## config.mk

```make
export PLATFORM = sky130hd
export DESIGN_NAME = memory_pattern_gen
export DESIGN_NICKNAME = d
export VERILOG_FILES = /design/src/rtl/mempat_pkg.sv /design/src/rtl/memory_pattern_gen_lfsr16.sv /design/src/rtl/memory_pattern_gen.sv
export SDC_FILE = /design/constraint.sdc
export NUM_CORES = 1
export LEC_CHECK = 0
export CAP_MARGIN = 20
export CORE_MARGIN = 3
export CORE_UTILIZATION = 48
export DETAILED_ROUTE_END_ITERATION = 16
export PLACE_DENSITY = 0.7
export SKIP_CTS_REPAIR_TIMING = 1
export SYNTH_ARGS = -nofsm -noshare
export SYNTH_HDL_FRONTEND = slang
export SYNTH_SLANG_ARGS = --single-unit
```

## constraint.sdc

```tcl
create_clock -name clk -period 3.8 [get_ports clk]
set_input_delay 0.76 -clock clk [delete_from_list [all_inputs] [get_ports clk]]
set_output_delay 0.76 -clock clk [all_outputs]
set_load 0.1 [all_outputs]
```

## src/rtl/mempat_pkg.sv

```systemverilog
// +----------------------------------------------------------------------------+
// | mempat_pkg                                                                 |
// | Shared types and constants for the memory pattern generator.               |
// | Rev 1.0 - initial release                                                  |
// +----------------------------------------------------------------------------+
`default_nettype none

package mempat_pkg;

   typedef enum logic [1:0] {
      IDLE  = 2'd0,
      GEN   = 2'd1,
      SHOW  = 2'd2,
      READY = 2'd3
   } state_t;

   localparam int N_L1 = 9;
   localparam int N_L2 = 16;
   localparam int N_L3 = 25;

   // Fibonacci taps 16,14,13,11 expressed as bit positions 15,13,12,10
   localparam logic [15:0] LFSR_TAP_MASK = 16'hB400;

   function automatic logic [1:0] level_sat(input logic [1:0] lvl);
      return (lvl == 2'd0) ? 2'd1 : lvl;
   endfunction

endpackage

`default_nettype wire

```

## src/rtl/memory_pattern_gen_lfsr16.sv

```systemverilog
// +----------------------------------------------------------------------------+
// | lfsr16                                                                     |
// | 16-bit Fibonacci LFSR, shifts every cycle, optional synchronous reload.    |
// | Rev 1.0 - initial release                                                  |
// +----------------------------------------------------------------------------+
`default_nettype none

module lfsr16
   import mempat_pkg::*;
#(
   parameter logic [15:0] RESET_SEED = 16'hACE1
) (
   input  logic        clk,
   input  logic        rst_n,
   input  logic        load,
   input  logic [15:0] seed,
   output logic [15:0] q
);

   logic w_fb;

   assign w_fb = ^(q & LFSR_TAP_MASK);

   always_ff @(posedge clk or negedge rst_n) begin
      if (!rst_n) begin
         q <= RESET_SEED;
      end else if (load) begin
         q <= seed;
      end else begin
         q <= {q[14:0], w_fb};
      end
   end

endmodule

`default_nettype wire

```

## src/rtl/memory_pattern_gen.sv

```systemverilog
// +----------------------------------------------------------------------------+
// | memory_pattern_gen                                                         |
// | Builds a random lit-cell pattern per level, shows it for SHOW_CYCLES.      |
// | Build option: MEMPAT_FIXED_SEED_EN reloads the LFSR seed on each start.    |
// | Rev 1.0 - initial release                                                  |
// +----------------------------------------------------------------------------+
`default_nettype none

module memory_pattern_gen
   import mempat_pkg::*;
#(
   parameter int          SHOW_CYCLES = 200_000_000,
   parameter int          K_L1        = 3,
   parameter int          K_L2        = 5,
   parameter int          K_L3        = 7,
   parameter logic [15:0] LFSR_SEED   = 16'hACE1
) (
   input  logic        clk,
   input  logic        rst_n,
   input  logic        start,
   input  logic        clear,
   input  logic [1:0]  o_level,
   output logic [8:0]  seq1,
   output logic [15:0] seq2,
   output logic [24:0] seq3,
   output logic        display,
   output logic        busy,
   output logic        done
);

   localparam int TIMER_W = (SHOW_CYCLES > 1) ? $clog2(SHOW_CYCLES) : 1;
   localparam logic [TIMER_W-1:0] C_TIMER_LOAD = TIMER_W'(SHOW_CYCLES - 1);

   state_t               r_state;
   logic [1:0]           r_lvl;
   logic [4:0]           r_cnt;
   logic [TIMER_W-1:0]   r_timer;

   logic [15:0] w_lfsr;
   logic        w_lfsr_load;
   logic        w_lfsr_unused;
   logic [4:0]  w_cand;
   logic [4:0]  w_n;
   logic [4:0]  w_k;
   logic [24:0] w_onehot;
   logic [24:0] w_cur;
   logic        w_take;
   logic        w_last;
   logic        w_start_ok;

   assign w_start_ok = start && !clear && ((r_state == IDLE) || (r_state == READY));

`ifdef MEMPAT_FIXED_SEED_EN
   assign w_lfsr_load = w_start_ok;
`else
   assign w_lfsr_load = 1'b0;
`endif

   lfsr16 #(
      .RESET_SEED (LFSR_SEED)
   ) u_lfsr (
      .clk   (clk),
      .rst_n (rst_n),
      .load  (w_lfsr_load),
      .seed  (LFSR_SEED),
      .q     (w_lfsr)
   );

   assign w_cand        = w_lfsr[4:0];
   assign w_lfsr_unused = ^w_lfsr[15:5];
   assign w_onehot      = 25'd1 << w_cand;

   always_comb begin
      w_n   = 5'(N_L1);
      w_k   = 5'(K_L1);
      w_cur = {16'd0, seq1};
      case (r_lvl)
         2'd2: begin
            w_n   = 5'(N_L2);
            w_k   = 5'(K_L2);
            w_cur = {9'd0, seq2};
         end
         2'd3: begin
            w_n   = 5'(N_L3);
            w_k   = 5'(K_L3);
            w_cur = seq3;
         end
         default: ;
      endcase
   end

   // A candidate is taken only if it lands inside the grid on an unlit cell
   assign w_take = (w_cand < w_n) && ((w_cur & w_onehot) == 25'd0);
   assign w_last = (5'(r_cnt + 5'd1) == w_k);

   always_ff @(posedge clk or negedge rst_n) begin
      if (!rst_n) begin
         r_state <= IDLE;
         r_lvl   <= 2'd1;
         r_cnt   <= 5'd0;
         r_timer <= '0;
         seq1    <= '0;
         seq2    <= '0;
         seq3    <= '0;
         display <= 1'b0;
         busy    <= 1'b0;
         done    <= 1'b0;
      end else begin
         done <= 1'b0;
         if (clear) begin
            r_state <= IDLE;
            r_cnt   <= 5'd0;
            r_timer <= '0;
            seq1    <= '0;
            seq2    <= '0;
            seq3    <= '0;
            display <= 1'b0;
            busy    <= 1'b0;
         end else begin
            case (r_state)
               IDLE, READY: begin
                  if (w_start_ok) begin
                     r_lvl   <= level_sat(o_level);
                     r_cnt   <= 5'd0;
                     seq1    <= '0;
                     seq2    <= '0;
                     seq3    <= '0;
                     r_state <= GEN;
                     busy    <= 1'b1;
                  end
               end
               GEN: begin
                  if (w_take) begin
                     case (r_lvl)
                        2'd2:    seq2 <= seq2 | w_onehot[15:0];
                        2'd3:    seq3 <= seq3 | w_onehot;
                        default: seq1 <= seq1 | w_onehot[8:0];
                     endcase
                     r_cnt <= 5'(r_cnt + 5'd1);
                     if (w_last) begin
                        r_timer <= C_TIMER_LOAD;
                        r_state <= SHOW;
                        display <= 1'b1;
                     end
                  end
               end
               SHOW: begin
                  if (r_timer == '0) begin
                     r_state <= READY;
                     display <= 1'b0;
                     busy    <= 1'b0;
                     done    <= 1'b1;
                  end else begin
                     r_timer <= r_timer - 1'b1;
                  end
               end
               default: r_state <= IDLE;
            endcase
         end
      end
   end

endmodule

`default_nettype wire

```

==> summary.txt <==
Outcome: finished, final reports clean
EDFF count, synth: 0
Tot GR Track Use: 0.2373
Area Overhead vs Synth: 17.83%
Worst min path class: flip-flop to flip-flop
Via count: 4,791
Syn Nets: 582
Total negative slack: 0 ns
Reg2reg start: r_lvl[0]
Worst slack, placed: 0.5521 ns
Io pins: 59
Critical Path RT: 4.03 ns
Antenna cells: 0
Die ar.: 12,830 sq um
RSZ-0062 raised after global routing: false
Per-cell routed wire length: 19.44 um
Worst reg2reg path depth: 10
RR Endpoint: seq2[14]
CP Capture Type: flip-flop
Vias in the first global route: 4,545
WS Path Type: flip-flop to flip-flop
Port bufs: 58
Clk slew on worst S/H paths: 0.07 ns
DR iter-0 viols: 530
Fin util: 0.5900
Fin. Hold Viols: 0
Sink Count: 106
Hold endpoint: u_lfsr.q[15]
Initial core utilization: 0.5007
Root Driver: clkbuf_16
Die Y: 113.3 um
Clock latency on the worst-skew pair: 0.35 ns
Initial antenna violation count: 1
Area post-placement: 6198 sq um
Max cap viols: 0
TritonCTS clock tree: yes
Routed Wire Length: 14.75 mm
Async SR Flop Fraction: 1.000
Layout cell share with drive strength beyond 1: 0.09532
Cells after DPL: 743
Remaining DRCs: 0
Rel. slew slack: 0.2858
Hpwl dp: 10.03 mm
Ratio of final minimum period to clock period: 0.8770
Post-route total power: 4.236 mW
Synth warn: 0
Worst VDD drop: 326.7 uV
Synth Register Bits: 106
Die X: 113.3 um
Period minus WS final: 3.333 ns
Setup-failing EPs final: 0
Avg Inst Size Synth: 9.689 sq um
Peak Freq: 300.1 MHz
DRT antenna net count: 0
Gpl congestion: 0.8681
Slew Viols, Final: 0
Worst Tran Pin Value: 1.064 ns
WP data arrival: 3.56 ns
Setup ws final: 0.4673 ns
Post-layout instance area: 6507 sq um
Max clock buf depth: 2
Cell variety after synth: 71
Startpoint Class: flip-flop
Crit-path max FO: 16
WHS Path Cells: 0
Lkg Pwr: 2.747 nW
Largest net degree at the start of global routing: 53
Final std cells w/o fill: 759
Cell area after synthesis: 5523 sq um
Reg2Reg Setup Slack: 0.47 ns
Mapped Cells: 570
Nets: 626
Remaining Overflow, GRT: 0
Min-delay src: u_lfsr.q[14]
CTS H-tree depth: 3
DRT Pass-1 Iters: 5
Main flop type after synthesis: dfrtp_1
Seq/Total Area, Yosys: 0.4823
Num rows: 38
Core Footprint: 11,030 sq um
First-pass GRT wire length: 24.50 mm
Worst Clk Skew: 0.009776 ns
Hold WS: 0.3568 ns
Via density: 6.312
Num CTS Buffers: 9
Pwr dens: 651.0 nW/um^2
-- sequential cells by signal, indices dropped and copies added (netlist names) --
| signal | count |
|---|---|
| r_state | 2 |
| done | 1 |
| busy | 1 |
| u_lfsr.q | 16 |
| r_timer | 28 |
| seq3 | 25 |
| display | 1 |
| seq2 | 16 |
| r_cnt | 5 |
| r_lvl | 2 |
| seq1 | 9 |
-- cell families (layout without fill, tap and decap cells) --
logic type | Yosys count | count (layout) | synth area share
compound gates | 164 | 164 | 0.2204
xor+xnor | 5 | 5 | 0.007931
buf+inv | 56 | 105 | 0.04531
flops | 106 | 106 | 0.4823
fa+ha+maj | 6 | 6 | 0.01359
mux | 19 | 19 | 0.03806
simple gates | 214 | 214 | 0.1923
-- synth_stat cells (8+ instances only) --
cell / n / area share
a311oi_1: 12 / 0.019
dfrtp_1: 97 / 0.44
o31ai_1: 12 / 0.016
or3_1: 8 / 0.0091
inv_1: 16 / 0.011
o21ai_0: 48 / 0.043
nand2b_1: 9 / 0.010
a21oi_1: 10 / 0.0091
nor2_1: 36 / 0.024
a31oi_1: 19 / 0.022
buf_2: 8 / 0.0072
a32o_1: 11 / 0.020
nor3_1: 16 / 0.014
nand2_1: 77 / 0.052
and2_1: 9 / 0.010
mux2i_1: 15 / 0.027
nand3_1: 13 / 0.012
dfstp_2: 9 / 0.043
clkbuf_1: 26 / 0.018
-- how the worst max path moves through the flow --
stage | start | end | slack, ns | cells past startpoint
final | r_lvl[0] | seq2[14] | 0.47 | 10
after global routing | r_lvl[0] | seq2[14] | 0.27 | 10
after CTS | r_lvl[0] | seq2[14] | 0.49 | 10
after detailed placement | r_lvl[0] | seq2[14] | 0.55 | 10
after global placement | r_lvl[0] | r_timer[20] | 0.68 | 10
after floorplan | seq3[15] | r_timer[20] | 0.77 | 7
-- layer usage --
metal	vias up	global-route usage	wire length, um
li1	2214	-	-
met1	2377	0.3541	6810
met2	189	0.3562	6823
met3	11	0.04118	965
met4	0	0.06811	154
met5	-	0	0
-- area by class of cell --
cell class	count	area [sq um]
multi-input cells	408	2609
well taps	140	175.2
flip-flops and latches	106	2664
clock inverters	7	83.83
clock buffers	9	225.2
inverters	16	60.06
repair buffers	73	690.7
fillers	959	4523
-- report_power, final --
part / switching (mW) / internal, mW
Combinational: 1.21 / 0.606
Sequential: 0.173 / 1.26
Clock: 0.457 / 0.525
-- cell usage in the layout (no fill, tap or decap), types with 8 or more instances in the layout --
master / n
mux2i_1: 15
clkbuf_16: 9
dfrtp_1: 97
dfstp_2: 9
o21ai_0: 47
a31oi_1: 19
nand2b_1: 9
and2_1: 9
or3_1: 8
a32o_1: 11
clkdlybuf4s50_1: 57
nor2_1: 36
nor3_1: 16
o31ai_1: 12
buf_4: 16
nand2_1: 77
nand3_1: 13
inv_1: 16
a21oi_1: 10
a311oi_1: 12
-- worst max-delay path: stages (launching register included) --
cell and delay (ns):
dfstp_2 0.71, buf_4 0.28, nor2b_1 0.11, ha_1 0.27
o21ai_0 0.17, a21o_1 0.10, nand4_1 0.21, nor3_1 0.25
buf_4 0.20, nand3_1 0.45, o31ai_1 0.45
Note: power is estimated with default switching activity, not from simulation.
